File: src/rtl/alu_pkg.sv
// Shared definitions for the multi-byte ALU sequencer.
//   - ALU opcode constants understood by the team's 8-bit ALU
//   - sequencer FSM state encoding
//   - helper telling whether an opcode chains carry between bytes
package alu_pkg;

   localparam logic [3:0] OP_ADD = 4'd0;
   localparam logic [3:0] OP_SUB = 4'd1;
   localparam logic [3:0] OP_AND = 4'd2;
   localparam logic [3:0] OP_OR  = 4'd3;
   localparam logic [3:0] OP_XOR = 4'd4;

   typedef enum logic [1:0] {
      IDLE = 2'd0,
      EXEC = 2'd1,
      DONE = 2'd2
   } state_t;

   // Only add/subtract propagate carry from one byte into the next.
   function automatic logic is_arith(input logic [3:0] op);
      return (op == OP_ADD) || (op == OP_SUB);
   endfunction

endpackage

File: src/rtl/alu_multibyte_sequencer.sv
// alu_multibyte_sequencer
//   Accepts one W-bit command (W = 8*NBYTES) and walks it through an
//   external 8-bit ALU one byte per cycle, LSB first, chaining carry for
//   arithmetic ops. The assembled result and last-byte flags are held on a
//   valid/ready response port until consumed.
//
//   State table
//   state | meaning
//   IDLE  | cmd_ready high, waiting for a command
//   EXEC  | driving byte idx to the ALU, capturing its result
//   DONE  | response valid, held until rsp_ready
//
// Ports
//   clk, rst_n                     clock, async active-low reset
//   cmd_valid/cmd_ready            command handshake
//   cmd_a, cmd_b [W]               operands
//   cmd_op [4], cmd_cin            opcode, byte-0 carry-in
//   alu_a, alu_b [8], alu_op [4], alu_cin      to the ALU
//   alu_result [8], alu_cout, alu_negative, alu_overflow   from the ALU
//   rsp_valid/rsp_ready            response handshake
//   rsp_result [W], rsp_cout, rsp_zero, rsp_negative, rsp_overflow
module alu_multibyte_sequencer
   import alu_pkg::*;
#(
   parameter int NBYTES = 2
) (
   input  logic                  clk,
   input  logic                  rst_n,

   input  logic                  cmd_valid,
   output logic                  cmd_ready,
   input  logic [8*NBYTES-1:0]   cmd_a,
   input  logic [8*NBYTES-1:0]   cmd_b,
   input  logic [3:0]            cmd_op,
   input  logic                  cmd_cin,

   output logic [7:0]            alu_a,
   output logic [7:0]            alu_b,
   output logic [3:0]            alu_op,
   output logic                  alu_cin,
   input  logic [7:0]            alu_result,
   input  logic                  alu_cout,
   input  logic                  alu_negative,
   input  logic                  alu_overflow,

   output logic                  rsp_valid,
   input  logic                  rsp_ready,
   output logic [8*NBYTES-1:0]   rsp_result,
   output logic                  rsp_cout,
   output logic                  rsp_zero,
   output logic                  rsp_negative,
   output logic                  rsp_overflow
);

   localparam int W    = 8 * NBYTES;
   localparam int IDXW = (NBYTES > 1) ? $clog2(NBYTES) : 1;
   localparam logic [IDXW-1:0] LAST_IDX = IDXW'(NBYTES - 1);

   state_t            state_q, state_d;
   logic [IDXW-1:0]   idx_q;
   logic [W-1:0]      a_q, b_q;
   logic [3:0]        op_q;
   logic              cin_q;
   logic              carry_q;
   logic [W-1:0]      result_q;
   logic              cout_q, zero_q, neg_q, ovf_q;

   logic              last_byte;
   logic [W-1:0]      result_next;

   assign last_byte = (idx_q == LAST_IDX);

   always_ff @(posedge clk or negedge rst_n) begin
      if (!rst_n) begin
         state_q <= IDLE;
      end else begin
         state_q <= state_d;
      end
   end

   always_comb begin
      state_d     = state_q;
      cmd_ready   = 1'b0;
      rsp_valid   = 1'b0;
      alu_a       = 8'h00;
      alu_b       = 8'h00;
      alu_op      = 4'h0;
      alu_cin     = 1'b0;
      result_next = result_q;
      result_next[8*idx_q +: 8] = alu_result;

      case (state_q)
         IDLE: begin
            cmd_ready = 1'b1;
            if (cmd_valid) begin
               state_d = EXEC;
            end
         end
         EXEC: begin
            alu_a  = a_q[8*idx_q +: 8];
            alu_b  = b_q[8*idx_q +: 8];
            alu_op = op_q;
            // Logic ops never see a carry, even if the command supplied one.
            if (is_arith(op_q)) begin
               alu_cin = (idx_q == '0) ? cin_q : carry_q;
            end
            if (last_byte) begin
               state_d = DONE;
            end
         end
         DONE: begin
            rsp_valid = 1'b1;
            if (rsp_ready) begin
               state_d = IDLE;
            end
         end
         default: begin
            state_d = IDLE;
         end
      endcase
   end

   always_ff @(posedge clk or negedge rst_n) begin
      if (!rst_n) begin
         idx_q    <= '0;
         a_q      <= '0;
         b_q      <= '0;
         op_q     <= 4'h0;
         cin_q    <= 1'b0;
         carry_q  <= 1'b0;
         result_q <= '0;
         cout_q   <= 1'b0;
         zero_q   <= 1'b0;
         neg_q    <= 1'b0;
         ovf_q    <= 1'b0;
      end else begin
         case (state_q)
            IDLE: begin
               if (cmd_valid) begin
                  a_q   <= cmd_a;
                  b_q   <= cmd_b;
                  op_q  <= cmd_op;
                  cin_q <= cmd_cin;
                  idx_q <= '0;
               end
            end
            EXEC: begin
               result_q <= result_next;
               carry_q  <= alu_cout;
               if (last_byte) begin
                  cout_q <= alu_cout;
                  neg_q  <= alu_negative;
                  ovf_q  <= alu_overflow;
                  // Zero is judged on the whole word, not the ALU's byte flag.
                  zero_q <= (result_next == '0);
               end else begin
                  idx_q <= idx_q + IDXW'(1);
               end
            end
            default: begin
            end
         endcase
      end
   end

   assign rsp_result   = result_q;
   assign rsp_cout     = cout_q;
   assign rsp_zero     = zero_q;
   assign rsp_negative = neg_q;
   assign rsp_overflow = ovf_q;

endmodule
File: config.mk
export PLATFORM = sky130hd
export DESIGN_NAME = alu_multibyte_sequencer
export DESIGN_NICKNAME = d
export VERILOG_FILES = /design/src/rtl/alu_pkg.sv /design/src/rtl/alu_multibyte_sequencer.sv
export SDC_FILE = /design/constraint.sdc
export NUM_CORES = 1
export LEC_CHECK = 0
export CAP_MARGIN = 20
export CORE_ASPECT_RATIO = 1.1
export CORE_UTILIZATION = 40
export DETAILED_ROUTE_END_ITERATION = 8
export PLACE_DENSITY = 0.83
export SYNTH_ARGS = -nofsm -noshare
export SYNTH_HDL_FRONTEND = slang
export SYNTH_SLANG_ARGS = --single-unit
File: constraint.sdc
create_clock -name clk -period 1.4 [get_ports clk]
set_input_delay 0.14 -clock clk [delete_from_list [all_inputs] [get_ports clk]]
set_output_delay 0.14 -clock clk [all_outputs]
set_load 0.005 [all_outputs]
==> metrics.md <==
| Metric | Value |
|---|---|
| # DRC | 0 |
| Seq/Total Area, Yosys | 0.5722 |
| Die footprint | 0.007000 sq mm |
| Async SR Flop Fraction | 1.000 |
| CTS tree | yes |
| WP data required | 1.62 ns |
| Worst slew margin | 0.7157 |
| Crit path max fanout | 7 |
| Post-synth top area share | 0.5722 |
| Root buf cell | clkbuf_8 |
| Pwr Density | 2240 mW/mm^2 |
| Worst EP arrival | 1.95 ns |
| Final worst slack | -0.3273 ns |
| Cell taking the most area after synthesis | dfrtp_1 |
| Largest net degree at the start of global routing | 34 |
| RSZ-0062 raised after global routing | true |
| VDD IR-drop max | 1192 uV |
| FF+latch count, synth | 61 |
| Global-route usage over all layers | 0.2054 |
| CTS clk-pin slew, worst paths | 0.07 ns |
| Max Root-Sink Buffers | 2 |
| Violated checks | negative setup slack |
| Clock Skews | 0.009912 ns |
| Critical path endpoint category | register |
| Cell area after synthesis | 0.002668 sq mm |
| Kind of critical path | reg -> reg |
| Area of the multi-input gates | 0.001172 sq mm |
| Clk_lat worst skew | 0.33 ns |
| HPWL after DPL | 4.180 mm |
| Layout fillers | 425 |
| Nets@finish | 386 |
| Routed via count | 2095 |
| Cells after Synth | 192 |
| Hold slack | 0.3610 ns |
| Final RePlAce weighted congestion | 0.7028 |
| Synth warn | 0 |
| DR vias/cell | 5.000 |
| Fin crit period | 1.727 ns |
| H-tree depth | 3 |
| CTS Buf Count | 9 |
| Setup slack at placement | -0.1799 ns |
| Core ar. | 0.006306 sq mm |
| Antenna Nets Post-Route | 0 |
| Slew Viols, Final | 0 |
| Count leader, synth | dfrtp_1 |
| DRT Pass-1 Iters | 4 |
| Commonest cells post-synth | dfrtp_1, mux2_2, nor2_1, mux2i_1 |
| Fmax | 0.5789 GHz |
| Avg WL per Cell | 16.77 um |
| Die span in y | 87.65 um |
| Share of the cycle needed by the critical path after routing | 1.234 |
| First-pass GRT wire length | 10.62 mm |
| Primary FF master, synth | dfrtp_1 |
| Die W | 79.86 um |
| Share of cells above drive strength 1 | 0.4602 |
| Vias in the first global route | 2211 |
| DRT Wirelength | 7.025 mm |
| Number of synthesized flops with an enable pin | 0 |
| Syn_nets | 244 |
| Worst Tran Pin Value | 0.4265 ns |
| Initial DRC Count | 104 |
| IO Count | 95 |
| Syn avg cell area | 13.89 sq um |
| Initial Util | 0.4230 |
| Netlist cell types | 25 |
| Initial antenna violation count | 0 |
| Max-cap viol count | 0 |
| Port Buffers | 94 |
| FF+latch area | 0.001528 sq mm |
| Syn-to-layout area delta | 67.50% |
| Antenna diodes | 0 |
| Fin. Hold Viols | 0 |
| Final setup fails | 76 |
| Rows | 30 |
| Worst Setup Start Kind | register |
| Area contributors post-synth | dfrtp_1, mux2_2, mux2i_1 |
| Leak Pwr | 2.091 nW |
| Clock Sinks | 61 |
| Status | complete, but fails checks |
| Grt ovf | 0 |
| Tightest Hold Check Type | in -> async |
==> layer usage <==
| layer | up-vias | wire length [um] | track usage |
|---|---|---|---|
| li1 | 967 | - | - |
| met1 | 1039 | 2814 | 0.2428 |
| met2 | 73 | 3641 | 0.3504 |
| met3 | 16 | 425 | 0.06042 |
| met4 | 0 | 143 | 0.08442 |
| met5 | - | 0 | 0 |
==> cells in the final DEF, fill, tap and decap left out, drive strengths merged <==
cell type / netlist / layout
and2: 5 / 5
and2b: 1 / 1
buf: 10 / 60
bufbuf: 0 / 1
bufinv: 0 / 2
clkbuf: 0 / 13
clkdlybuf4s15: 0 / 4
clkdlybuf4s50: 0 / 61
clkinv: 0 / 2
dfrtp: 61 / 61
dlygate4sd2: 0 / 3
dlygate4sd3: 0 / 1
dlymetal6s2s: 0 / 9
inv: 2 / 2
mux2: 56 / 56
mux2i: 17 / 17
nand2: 4 / 4
nand3: 1 / 1
nand3b: 1 / 1
nor2: 19 / 20
nor3: 1 / 1
nor4: 4 / 4
nor4b: 2 / 2
o21ai: 2 / 2
o22ai: 1 / 1
o31ai: 1 / 1
or2: 1 / 1
or2b: 2 / 2
or3: 1 / 1
==> worst max-delay path: stages (launching register included) <==
cell and delay (ns):
dfrtp_1 0.37, or2b_1 0.27, buf_12 0.16, buf_8 0.12, buf_6 0.12, nor2_4 0.23, mux2_4 0.34
==> per-stage QoR <==
step,util,instances,power (mW),setup TNS (ns),area [sq um]
final,0.7085,419,10.01,-13.29,4468
after global routing,0.7085,419,10.59,-17.31,4468
after CTS,0.6812,408,9.617,-11.38,4295
after detailed placement,0.6063,374,7.233,-4.871,3824
after global placement,0.6063,374,7.110,-4.315,3824
after floorplan,-,192,5.205,0,2670
==> report_power, final <==
group / internal, mW / switching, mW / total [mW]
Combinational: 3.23 / 1.83 / 5.07
Clock: 1.09 / 0.678 / 1.77
Sequential: 2.66 / 0.514 / 3.17
==> registers in the layout, indices dropped and copies added (netlist names) <==
signal / cells
a_q: 16
b_q: 16
rsp_result: 16
op_q: 4
state_q: 2
carry_q: 1
cin_q: 1
idx_q: 1
rsp_cout: 1
rsp_negative: 1
rsp_overflow: 1
rsp_zero: 1
==> path summary, 6_finish.rpt <==
check / from / end / slack [ns] / cells after the start
hold / removal: rst_n / rsp_result[12]$_DFFE_PN0N_ / 0.36 / 3
max in group asynchronous: rst_n / idx_q$_DFFE_PN0P_ / 0.69 / 3
hold reg to reg: rsp_zero$_DFFE_PN0P_ / rsp_zero$_DFFE_PN0P_ / 0.49 / 2
min in group clk: cmd_op[0] / op_q[0]$_DFFE_PN0P_ / 0.41 / 2
setup / recovery: state_q[1]$_DFFE_PN0P_ / rsp_result[7]$_DFFE_PN0N_ / -0.33 / 6
setup reg to reg: state_q[1]$_DFFE_PN0P_ / rsp_result[7]$_DFFE_PN0N_ / -0.33 / 6
==> area by class of cell <==
class	instances	area share
Clock inverter	4	0.01568
Clock buffer	12	0.03472
Inverter	2	0.001680
Multi-Input combinational cell	120	0.2624
Sequential cell	61	0.3419
Timing Repair Buffer	140	0.3212
Tap cell	80	0.02240
==> what timing repair did <==
action,in CTS,in global routing
hold buffers,1,0
endpoints found under the setup margin,71,91
endpoints found under the hold margin,61,0
gates resized for setup,105,24
pin swaps,11,3
gates cloned,4,0
buffers inserted,13,11
==> kinds of logic (layout without fill, tap and decap cells) <==
group | Yosys count | after routing | share of synthesized area
AO/OA/AOI/OAI | 4 | 4 | 0.008915
flip-flops | 61 | 61 | 0.5722
buffers and inverters | 12 | 158 | 0.03283
multiplexers | 73 | 73 | 0.3002
AND/OR/NAND/NOR | 42 | 43 | 0.08583
Power figures use the tool's default switching activity.
